--- config.mk ---
export PLATFORM = sky130hd
export DESIGN_NAME = ram_arbiter_flat
export DESIGN_NICKNAME = d
export VERILOG_FILES = /design/src/rtl/ram_bus_pkg.sv /design/src/rtl/ram_arbiter_if.sv /design/src/rtl/ram_port_latch.sv /design/src/rtl/ram_arbiter.sv /design/src/flat_wrapper.sv
export SDC_FILE = /design/constraint.sdc
export NUM_CORES = 1
export LEC_CHECK = 0
export ABC_AREA = 0
export BUFFER_PORTS_ARGS = -buffer_cell sky130_fd_sc_hd__buf_2
export CAP_MARGIN = 30
export CORE_MARGIN = 8
export CORE_UTILIZATION = 56
export DETAILED_ROUTE_END_ITERATION = 10
export HOLD_SLACK_MARGIN = 0.02
export PLACE_DENSITY = 0.82
export SKIP_LAST_GASP = 1
export SLEW_MARGIN = 10
export SYNTH_ARGS = -nofsm -noshare
export SYNTH_HDL_FRONTEND = slang
export SYNTH_SLANG_ARGS = --single-unit
--- constraint.sdc ---
create_clock -name clk_i -period 4.7 [get_ports clk_i]
set_clock_uncertainty 0.15 [all_clocks]
set_input_delay 0.705 -clock clk_i [delete_from_list [all_inputs] [get_ports clk_i]]
set_output_delay 0.705 -clock clk_i [all_outputs]
set_load 0.01 [all_outputs]
--- src/rtl/ram_bus_pkg.sv ---
// Shared definitions for the RAM arbiter: FSM state encoding, request kind,
// error flag bit positions and the data fill used when a read times out.
package ram_bus_pkg;

    typedef enum logic [1:0] {
        StIdle  = 2'd0,
        StIssue = 2'd1,
        StWait  = 2'd2
    } state_e;

    typedef enum logic {
        KindRead  = 1'b0,
        KindWrite = 1'b1
    } kind_e;

    localparam int unsigned ErrP0Overrun = 0;
    localparam int unsigned ErrP1Overrun = 1;
    localparam int unsigned ErrTimeout   = 2;
    localparam int unsigned NumErrFlags  = 3;

    // Every bit of read data returned on a timed-out read takes this value.
    localparam logic TimeoutFillBit = 1'b1;

endpackage

--- src/rtl/ram_arbiter_if.sv ---
// Pulse-request / pulse-ack RAM bus. The same bundle serves both requester
// ports and the RAM side of the arbiter.
//   master: drives addr, wdata, read_req, write_req; receives rdata and acks.
//   slave : receives the request; drives rdata, read_ack, write_ack.
interface ram_arbiter_if #(
    parameter int unsigned ADDR_W = 32,
    parameter int unsigned DATA_W = 32
);
    logic [ADDR_W-1:0] addr;
    logic [DATA_W-1:0] wdata;
    logic              read_req;
    logic              write_req;
    logic [DATA_W-1:0] rdata;
    logic              read_ack;
    logic              write_ack;

    modport master (
        output addr, wdata, read_req, write_req,
        input  rdata, read_ack, write_ack
    );

    modport slave (
        input  addr, wdata, read_req, write_req,
        output rdata, read_ack, write_ack
    );
endinterface

--- src/rtl/ram_port_latch.sv ---
// Pending-request latch for one requester. Captures a single-cycle request
// pulse with its address, data and kind, and holds it until the arbiter
// completes it.
//   clk_i, rst_ni          : clock, synchronous active-low reset
//   addr_i, wdata_i        : request address / write data
//   read_req_i, write_req_i: request pulses
//   clear_i                : transaction completed, drop the pending entry
//   pending_o, addr_o, wdata_o, kind_o : latched request
//   overrun_o              : request dropped or read+write collision this cycle
module ram_port_latch
    import ram_bus_pkg::*;
#(
    parameter int unsigned ADDR_W = 32,
    parameter int unsigned DATA_W = 32
) (
    input  logic              clk_i,
    input  logic              rst_ni,
    input  logic [ADDR_W-1:0] addr_i,
    input  logic [DATA_W-1:0] wdata_i,
    input  logic              read_req_i,
    input  logic              write_req_i,
    input  logic              clear_i,
    output logic              pending_o,
    output logic [ADDR_W-1:0] addr_o,
    output logic [DATA_W-1:0] wdata_o,
    output kind_e             kind_o,
    output logic              overrun_o
);

    logic              pending_q, pending_d;
    logic [ADDR_W-1:0] addr_q, addr_d;
    logic [DATA_W-1:0] wdata_q, wdata_d;
    kind_e             kind_q, kind_d;
    logic              req;

    assign req = read_req_i | write_req_i;

    always_comb begin
        pending_d = pending_q;
        addr_d    = addr_q;
        wdata_d   = wdata_q;
        kind_d    = kind_q;
        // Dropped request, or ambiguous read+write (resolved as a write).
        overrun_o = req & (pending_q | (read_req_i & write_req_i));
        if (clear_i) begin
            pending_d = 1'b0;
        end
        if (req && !pending_q) begin
            pending_d = 1'b1;
            addr_d    = addr_i;
            wdata_d   = wdata_i;
            kind_d    = write_req_i ? KindWrite : KindRead;
        end
    end

    always_ff @(posedge clk_i) begin
        if (!rst_ni) begin
            pending_q <= 1'b0;
            addr_q    <= '0;
            wdata_q   <= '0;
            kind_q    <= KindRead;
        end else begin
            pending_q <= pending_d;
            addr_q    <= addr_d;
            wdata_q   <= wdata_d;
            kind_q    <= kind_d;
        end
    end

    assign pending_o = pending_q;
    assign addr_o    = addr_q;
    assign wdata_o   = wdata_q;
    assign kind_o    = kind_q;

endmodule

--- src/rtl/ram_arbiter.sv ---
// Two-port round-robin arbiter in front of a single RAM port. Each requester
// pulses a read or write request; the request is latched, forwarded to the
// RAM one transaction at a time, and the RAM ack is returned (registered) to
// the owning port. A WAIT-state counter forces completion if the RAM never
// acks (TIMEOUT = 0 disables it).
//   clk_i, rst_ni  : clock, synchronous active-low reset
//   p0_io, p1_io   : requester buses (arbiter is the slave)
//   ram_io         : RAM bus (arbiter is the master)
//   grant_owner_o  : port owning the current or last transaction
//   busy_o         : transaction in ISSUE or WAIT
//   error_flags_o  : sticky {timeout, p1 overrun, p0 overrun}
//   error_clear_i  : clears error_flags_o
module ram_arbiter
    import ram_bus_pkg::*;
#(
    parameter int unsigned ADDR_W  = 32,
    parameter int unsigned DATA_W  = 32,
    parameter int unsigned TIMEOUT = 255
) (
    input  logic                   clk_i,
    input  logic                   rst_ni,
    ram_arbiter_if.slave           p0_io,
    ram_arbiter_if.slave           p1_io,
    ram_arbiter_if.master          ram_io,
    output logic                   grant_owner_o,
    output logic                   busy_o,
    output logic [NumErrFlags-1:0] error_flags_o,
    input  logic                   error_clear_i
);

    localparam int unsigned CntW = (TIMEOUT > 0) ? $clog2(TIMEOUT + 1) : 1;
    // Counter value during the last WAIT cycle before a forced completion.
    localparam logic [CntW-1:0] TimeoutLast = CntW'(TIMEOUT - 1);

    logic [1:0]        pend, ovr, clear;
    logic [ADDR_W-1:0] lat_addr  [2];
    logic [DATA_W-1:0] lat_wdata [2];
    kind_e             lat_kind  [2];

    state_e                  state_q, state_d;
    logic                    owner_q, owner_d;
    logic                    last_grant_q, last_grant_d;
    kind_e                   kind_q, kind_d;
    logic [ADDR_W-1:0]       ram_addr_q, ram_addr_d;
    logic [DATA_W-1:0]       ram_wdata_q, ram_wdata_d;
    logic [CntW-1:0]         cnt_q, cnt_d;
    logic [DATA_W-1:0]       rdata_q [2];
    logic [DATA_W-1:0]       rdata_d [2];
    logic [1:0]              read_ack_q, read_ack_d;
    logic [1:0]              write_ack_q, write_ack_d;
    logic [NumErrFlags-1:0]  err_q, err_d;

    logic sel, done, timeout_evt, matched_ack;

    ram_port_latch #(
        .ADDR_W (ADDR_W),
        .DATA_W (DATA_W)
    ) u_latch0 (
        .clk_i       (clk_i),
        .rst_ni      (rst_ni),
        .addr_i      (p0_io.addr),
        .wdata_i     (p0_io.wdata),
        .read_req_i  (p0_io.read_req),
        .write_req_i (p0_io.write_req),
        .clear_i     (clear[0]),
        .pending_o   (pend[0]),
        .addr_o      (lat_addr[0]),
        .wdata_o     (lat_wdata[0]),
        .kind_o      (lat_kind[0]),
        .overrun_o   (ovr[0])
    );

    ram_port_latch #(
        .ADDR_W (ADDR_W),
        .DATA_W (DATA_W)
    ) u_latch1 (
        .clk_i       (clk_i),
        .rst_ni      (rst_ni),
        .addr_i      (p1_io.addr),
        .wdata_i     (p1_io.wdata),
        .read_req_i  (p1_io.read_req),
        .write_req_i (p1_io.write_req),
        .clear_i     (clear[1]),
        .pending_o   (pend[1]),
        .addr_o      (lat_addr[1]),
        .wdata_o     (lat_wdata[1]),
        .kind_o      (lat_kind[1]),
        .overrun_o   (ovr[1])
    );

    always_comb begin
        state_d      = state_q;
        owner_d      = owner_q;
        last_grant_d = last_grant_q;
        kind_d       = kind_q;
        ram_addr_d   = ram_addr_q;
        ram_wdata_d  = ram_wdata_q;
        cnt_d        = cnt_q;
        rdata_d      = rdata_q;
        read_ack_d   = '0;
        write_ack_d  = '0;
        clear        = '0;
        sel          = 1'b0;
        done         = 1'b0;
        timeout_evt  = 1'b0;
        // Only the ack matching the request kind completes; the other is ignored.
        matched_ack  = (kind_q == KindWrite) ? ram_io.write_ack : ram_io.read_ack;

        unique case (state_q)
            StIdle: begin
                if (pend != 2'b00) begin
                    // On a tie, the port that did not win last time goes next.
                    sel         = (pend == 2'b11) ? ~last_grant_q : pend[1];
                    owner_d     = sel;
                    kind_d      = lat_kind[sel];
                    ram_addr_d  = lat_addr[sel];
                    ram_wdata_d = lat_wdata[sel];
                    state_d     = StIssue;
                end
            end
            StIssue: begin
                cnt_d = '0;
                if (matched_ack) begin
                    done = 1'b1;
                end else begin
                    state_d = StWait;
                end
            end
            StWait: begin
                cnt_d = cnt_q + CntW'(1);
                if (matched_ack) begin
                    done = 1'b1;
                end else if ((TIMEOUT != 0) && (cnt_q == TimeoutLast)) begin
                    done        = 1'b1;
                    timeout_evt = 1'b1;
                end
            end
            default: state_d = StIdle;
        endcase

        if (done) begin
            state_d        = StIdle;
            clear[owner_q] = 1'b1;
            last_grant_d   = owner_q;
            if (kind_q == KindWrite) begin
                write_ack_d[owner_q] = 1'b1;
            end else begin
                read_ack_d[owner_q] = 1'b1;
                rdata_d[owner_q]    = timeout_evt ? {DATA_W{TimeoutFillBit}} : ram_io.rdata;
            end
        end

        // A new error event in the clearing cycle keeps its flag set.
        err_d = error_clear_i ? '0 : err_q;
        if (ovr[0])      err_d[ErrP0Overrun] = 1'b1;
        if (ovr[1])      err_d[ErrP1Overrun] = 1'b1;
        if (timeout_evt) err_d[ErrTimeout]   = 1'b1;
    end

    always_ff @(posedge clk_i) begin
        if (!rst_ni) begin
            state_q      <= StIdle;
            owner_q      <= 1'b0;
            last_grant_q <= 1'b1;
            kind_q       <= KindRead;
            ram_addr_q   <= '0;
            ram_wdata_q  <= '0;
            cnt_q        <= '0;
            rdata_q[0]   <= '0;
            rdata_q[1]   <= '0;
            read_ack_q   <= '0;
            write_ack_q  <= '0;
            err_q        <= '0;
        end else begin
            state_q      <= state_d;
            owner_q      <= owner_d;
            last_grant_q <= last_grant_d;
            kind_q       <= kind_d;
            ram_addr_q   <= ram_addr_d;
            ram_wdata_q  <= ram_wdata_d;
            cnt_q        <= cnt_d;
            rdata_q      <= rdata_d;
            read_ack_q   <= read_ack_d;
            write_ack_q  <= write_ack_d;
            err_q        <= err_d;
        end
    end

    assign ram_io.addr      = ram_addr_q;
    assign ram_io.wdata     = ram_wdata_q;
    assign ram_io.read_req  = (state_q == StIssue) && (kind_q == KindRead);
    assign ram_io.write_req = (state_q == StIssue) && (kind_q == KindWrite);

    assign p0_io.rdata     = rdata_q[0];
    assign p0_io.read_ack  = read_ack_q[0];
    assign p0_io.write_ack = write_ack_q[0];
    assign p1_io.rdata     = rdata_q[1];
    assign p1_io.read_ack  = read_ack_q[1];
    assign p1_io.write_ack = write_ack_q[1];

    assign grant_owner_o = owner_q;
    assign busy_o        = (state_q == StIssue) || (state_q == StWait);
    assign error_flags_o = err_q;

endmodule

--- src/flat_wrapper.sv ---
// flat-port wrapper written by rule: the top's interface ports become plain ports
module ram_arbiter_flat import ram_bus_pkg::*;
#(
    parameter int unsigned ADDR_W  = 32,
    parameter int unsigned DATA_W  = 32,
    parameter int unsigned TIMEOUT = 255
)
  (clk_i, rst_ni, grant_owner_o, busy_o, error_flags_o, error_clear_i, p0_io_addr, p0_io_wdata, p0_io_read_req, p0_io_write_req, p0_io_rdata, p0_io_read_ack, p0_io_write_ack, p1_io_addr, p1_io_wdata, p1_io_read_req, p1_io_write_req, p1_io_rdata, p1_io_read_ack, p1_io_write_ack, ram_io_addr, ram_io_wdata, ram_io_read_req, ram_io_write_req, ram_io_rdata, ram_io_read_ack, ram_io_write_ack);
  ram_arbiter_if #(.ADDR_W(ADDR_W), .DATA_W(DATA_W)) p0_io_i ();
  ram_arbiter_if #(.ADDR_W(ADDR_W), .DATA_W(DATA_W)) p1_io_i ();
  ram_arbiter_if #(.ADDR_W(ADDR_W), .DATA_W(DATA_W)) ram_io_i ();
  input  logic clk_i;
  input  logic rst_ni;
  output logic grant_owner_o;
  output logic busy_o;
  output logic [NumErrFlags-1:0] error_flags_o;
  input  logic error_clear_i;
  input wire logic [$bits(p0_io_i.addr)-1:0] p0_io_addr;
  input wire logic [$bits(p0_io_i.wdata)-1:0] p0_io_wdata;
  input wire logic [$bits(p0_io_i.read_req)-1:0] p0_io_read_req;
  input wire logic [$bits(p0_io_i.write_req)-1:0] p0_io_write_req;
  output wire logic [$bits(p0_io_i.rdata)-1:0] p0_io_rdata;
  output wire logic [$bits(p0_io_i.read_ack)-1:0] p0_io_read_ack;
  output wire logic [$bits(p0_io_i.write_ack)-1:0] p0_io_write_ack;
  input wire logic [$bits(p1_io_i.addr)-1:0] p1_io_addr;
  input wire logic [$bits(p1_io_i.wdata)-1:0] p1_io_wdata;
  input wire logic [$bits(p1_io_i.read_req)-1:0] p1_io_read_req;
  input wire logic [$bits(p1_io_i.write_req)-1:0] p1_io_write_req;
  output wire logic [$bits(p1_io_i.rdata)-1:0] p1_io_rdata;
  output wire logic [$bits(p1_io_i.read_ack)-1:0] p1_io_read_ack;
  output wire logic [$bits(p1_io_i.write_ack)-1:0] p1_io_write_ack;
  output wire logic [$bits(ram_io_i.addr)-1:0] ram_io_addr;
  output wire logic [$bits(ram_io_i.wdata)-1:0] ram_io_wdata;
  output wire logic [$bits(ram_io_i.read_req)-1:0] ram_io_read_req;
  output wire logic [$bits(ram_io_i.write_req)-1:0] ram_io_write_req;
  input wire logic [$bits(ram_io_i.rdata)-1:0] ram_io_rdata;
  input wire logic [$bits(ram_io_i.read_ack)-1:0] ram_io_read_ack;
  input wire logic [$bits(ram_io_i.write_ack)-1:0] ram_io_write_ack;
  assign p0_io_i.addr = p0_io_addr;
  assign p0_io_i.wdata = p0_io_wdata;
  assign p0_io_i.read_req = p0_io_read_req;
  assign p0_io_i.write_req = p0_io_write_req;
  assign p0_io_rdata = p0_io_i.rdata;
  assign p0_io_read_ack = p0_io_i.read_ack;
  assign p0_io_write_ack = p0_io_i.write_ack;
  assign p1_io_i.addr = p1_io_addr;
  assign p1_io_i.wdata = p1_io_wdata;
  assign p1_io_i.read_req = p1_io_read_req;
  assign p1_io_i.write_req = p1_io_write_req;
  assign p1_io_rdata = p1_io_i.rdata;
  assign p1_io_read_ack = p1_io_i.read_ack;
  assign p1_io_write_ack = p1_io_i.write_ack;
  assign ram_io_addr = ram_io_i.addr;
  assign ram_io_wdata = ram_io_i.wdata;
  assign ram_io_read_req = ram_io_i.read_req;
  assign ram_io_write_req = ram_io_i.write_req;
  assign ram_io_i.rdata = ram_io_rdata;
  assign ram_io_i.read_ack = ram_io_read_ack;
  assign ram_io_i.write_ack = ram_io_write_ack;
  ram_arbiter #(.ADDR_W(ADDR_W), .DATA_W(DATA_W), .TIMEOUT(TIMEOUT)) u_core (.clk_i(clk_i), .rst_ni(rst_ni), .p0_io(p0_io_i), .p1_io(p1_io_i), .ram_io(ram_io_i), .grant_owner_o(grant_owner_o), .busy_o(busy_o), .error_flags_o(error_flags_o), .error_clear_i(error_clear_i));
endmodule
==> results.json <==
{
  "run_status": "finished, final reports clean",
  "synth-seq-area-share": 0.4991,
  "grt_pass1_wl_mm": 46.62,
  "netlist_top_cells_area": "sky130_fd_sc_hd__dfxtp_1 (50%), sky130_fd_sc_hd__nand2_1 (13%), sky130_fd_sc_hd__mux2i_1 (12%), sky130_fd_sc_hd__a21boi_0 (8.6%), sky130_fd_sc_hd__o211a_1 (5.8%)",
  "post_cts_resize_count": 0,
  "layout_cell_share_with_drive_strength_beyond_1": 0.2534,
  "cts-root-to-sink-buffers": 3,
  "cp.required_ns": 4.99,
  "drt_pass1_iterations": 5,
  "clock_latency_on_the_worst_skew_pair_ns": 0.53,
  "grt_antenna_before_repair": 3,
  "synth.most_common_cell": "sky130_fd_sc_hd__nand2_1",
  "grt_setup_unrepaired": "false",
  "setup-violations-final": 0,
  "via_per_inst": 5.328,
  "finalHoldViolations": 0,
  "seq_power_share": 0.442,
  "cp_slowest_stage_delay_ns": 0.66,
  "crit_chain": "inv_1 > ha_1 > o21ai_0 > a21oi_4 > nand4b_4 > mux2i_1",
  "critPathCaptureType": "register",
  "dr.first_iter.drc_count": 522,
  "buffer_ports.inserted": 307,
  "cell_internal_pwr_uw": 4545,
  "vdd.ir_drop.worst_uv": 366.6,
  "totalNegativeSetupSlack_ns": 0,
  "ios": 308,
  "first_global_vias": 9148,
  "cts.sinks": 280,
  "ys_types": 43,
  "cts_root_buffer": "sky130_fd_sc_hd__clkbuf_16",
  "areaGrowthSynthToFinish_pct": 22.96,
  "tritoncts": "yes",
  "syn-num-nets": 1388,
  "p_leak_uw": 0.007047,
  "synth_largest_area_cell": "sky130_fd_sc_hd__dfxtp_1",
  "power_density_mw_per_mm2": 463.3,
  "grt_util_all_layers": 0.2309,
  "clkSlewWorstSetupHoldPaths_ns": 0.06,
  "final.min_clock_period_ns": 2.593,
  "p_clk_frac": 0.354,
  "fp.coreArea_sq_mm": 0.01997,
  "cpMaxStageDelayCell": "sky130_fd_sc_hd__nand4b_4",
  "worst-slew-pin-transition_ns": 0.9550,
  "worstPathMaxFanout": 32,
  "comb_power_share": 0.204,
  "finalWeightedCongestion": 0.8511,
  "min-delay-path-class": "input pin to register",
  "cts_made_buffers": 28,
  "final_cells": 1758,
  "num_antenna_cells": 0,
  "floorplan.die.height_microns": 157.6,
  "cts.repair_timing.setup_buffer_count": 0,
  "drt_drc": 0,
  "dp.final_hpwl_mm": 20.80,
  "initial_core_util": 0.5623,
  "cap_viol_max_count": 0,
  "wirelength_mm": 30.13,
  "ys_warn_count": 0,
  "timing.critical_path.buf_inv": 1,
  "antenna_left": 0,
  "flip_flop_and_latch_count_after_synthesis": 280,
  "dieArea_sq_mm": 0.02485,
  "dr_total_vias": 9366,
  "synth_area_per_cell_sq_um": 9.260,
  "grt_max_degree": 147,
  "synth_edf_count": 0,
  "critPathKind": "register to register",
  "cts.hold.buffers_added": 0,
  "syn-cell-area_sq_mm": 0.01123,
  "min_period_over_period": 0.5517,
  "gr-total-overflow": 0,
  "power.net_switching_uw": 1854,
  "design.final.nets": 1643,
  "syn_inst": 1213,
  "critical_path.top_delay_family": "simple AND/OR/NAND/NOR gates",
  "netlist_top_cells_count": "sky130_fd_sc_hd__nand2_1 (389), sky130_fd_sc_hd__dfxtp_1 (280), sky130_fd_sc_hd__mux2i_1 (132)",
  "cts.htree.levels": 1,
  "synth_top_area_share": 0.4991,
  "worstSetupStartpointType": "register",
  "switching_part_of_the_total": 0.2897,
  "wire_per_inst_microns": 17.14,
  "final-max-slew-violation-count": 0,
  "place.detailed.instances": 1707,
  "fmaxAchievable_mhz": 385.6,
  "placement_rows": 52,
  "cp.arrival_ns": 2.88,
  "slew_headroom": 0.3633,
  "asyncSetResetFlopFracSynth": 0,
  "die_width_microns": 157.6,
  "synth_ff_type": "sky130_fd_sc_hd__dfxtp_1"
}
[final timing paths]
kind	start	to	slack, ns	cells after the start
min	p0_io_wdata[28]	u_core.u_latch0.wdata_o[28]	0.26	3
max	u_core.state_q[0]	u_core.p1_io.rdata[14]	2.11	6
max reg2reg	u_core.state_q[0]	u_core.p1_io.rdata[14]	2.11	6
min reg2reg	u_core.p1_io.rdata[15]	u_core.p1_io.rdata[15]	0.31	2
[power groups by stage]
stage	sequential, uW	combinational [uW]	clock [uW]
global placement	2870	1280	0
floorplan	2910	768	0
finish	2830	1310	2260
global route	2860	1450	2400
CTS	2830	1320	2290
detailed placement	2870	1310	0
[state kept, by name (all words and copies together), names as in the netlist, 2 cells and up]
| register | flops |
|---|---|
| u_core.u_latch1.wdata_o | 32 |
| u_core.state_q | 2 |
| u_core.read_ack_q | 2 |
| u_core.ram_io.addr | 32 |
| u_core.u_latch0.addr_o | 32 |
| u_core.write_ack_q | 2 |
| u_core.p1_io.rdata | 32 |
| u_core.u_latch0.wdata_o | 32 |
| u_core.error_flags_o | 3 |
| u_core.cnt_q | 8 |
| u_core.u_latch1.addr_o | 32 |
| u_core.p0_io.rdata | 32 |
| u_core.ram_io.wdata | 32 |
[worst min-delay path, cell delays in order]
cell and delay (ns):
sky130_fd_sc_hd__buf_2 0.09, sky130_fd_sc_hd__nand2_1 0.04, sky130_fd_sc_hd__a21boi_0 0.06
[placed cells by master, fill, tap and decap left out, drive strengths merged, types with 3 or more instances in the layout]
cell,n
xor2,4
nand3,5
and2,3
dfxtp,280
inv,7
ha,6
o211a,65
nor2b,8
clkinv,5
a21oi,7
nand2,389
buf,320
nor2,13
mux2i,133
o21a,3
clkbuf,43
nand4,4
nor3b,3
a21boi,130
o21ai,39
[through the flow]
stage / power [uW] / setup slack [ns] / util / area (sq um) / hold WS (ns)
3_3_place_gp: 4147 / 1.966 / 0.6418 / 12820 / 0.2927
3_5_place_dp: 4185 / 1.868 / 0.6428 / 12840 / 0.2998
5_1_grt: 6707 / 1.954 / 0.6914 / 13810 / 0.2617
6_report: 6399 / 2.107 / 0.6914 / 13810 / 0.2612
2_1_floorplan: 3683 / 2.726 / - / 11230 / 0.2928
4_1_cts: 6441 / 2.115 / 0.6901 / 13780 / 0.2507
[metal layers]
metal | GRT usage | routed length [microns] | share of wire
met1 | 0.2950 | 12810 | 0.43
met2 | 0.3816 | 13760 | 0.46
met5 | 0 | 42 | 0.0014
met4 | 0.06029 | 678 | 0.023
met3 | 0.05897 | 2839 | 0.094
[cell families after synthesis]
kind of cell,after synthesis,share of synthesized area
multiplexers,134,0.1202
adder cells (fa/ha/maj),7,0.007575
AO/OA/AOI/OAI,251,0.1732
flip-flops,280,0.4991
AND/OR/NAND/NOR,435,0.1558
buffers and inverters,102,0.04099
XOR/XNOR,4,0.003119
[cell type report]
type | count | area [sq um]
well taps | 270 | 337.8
inverters | 7 | 26.28
clock inverters | 7 | 85.08
clock buffers | 43 | 858.3
multi-input cells | 831 | 5200
repair buffers | 320 | 1698
fillers | 1584 | 6163
flip-flops and latches | 280 | 5605
(Power assumes the default switching activity.)
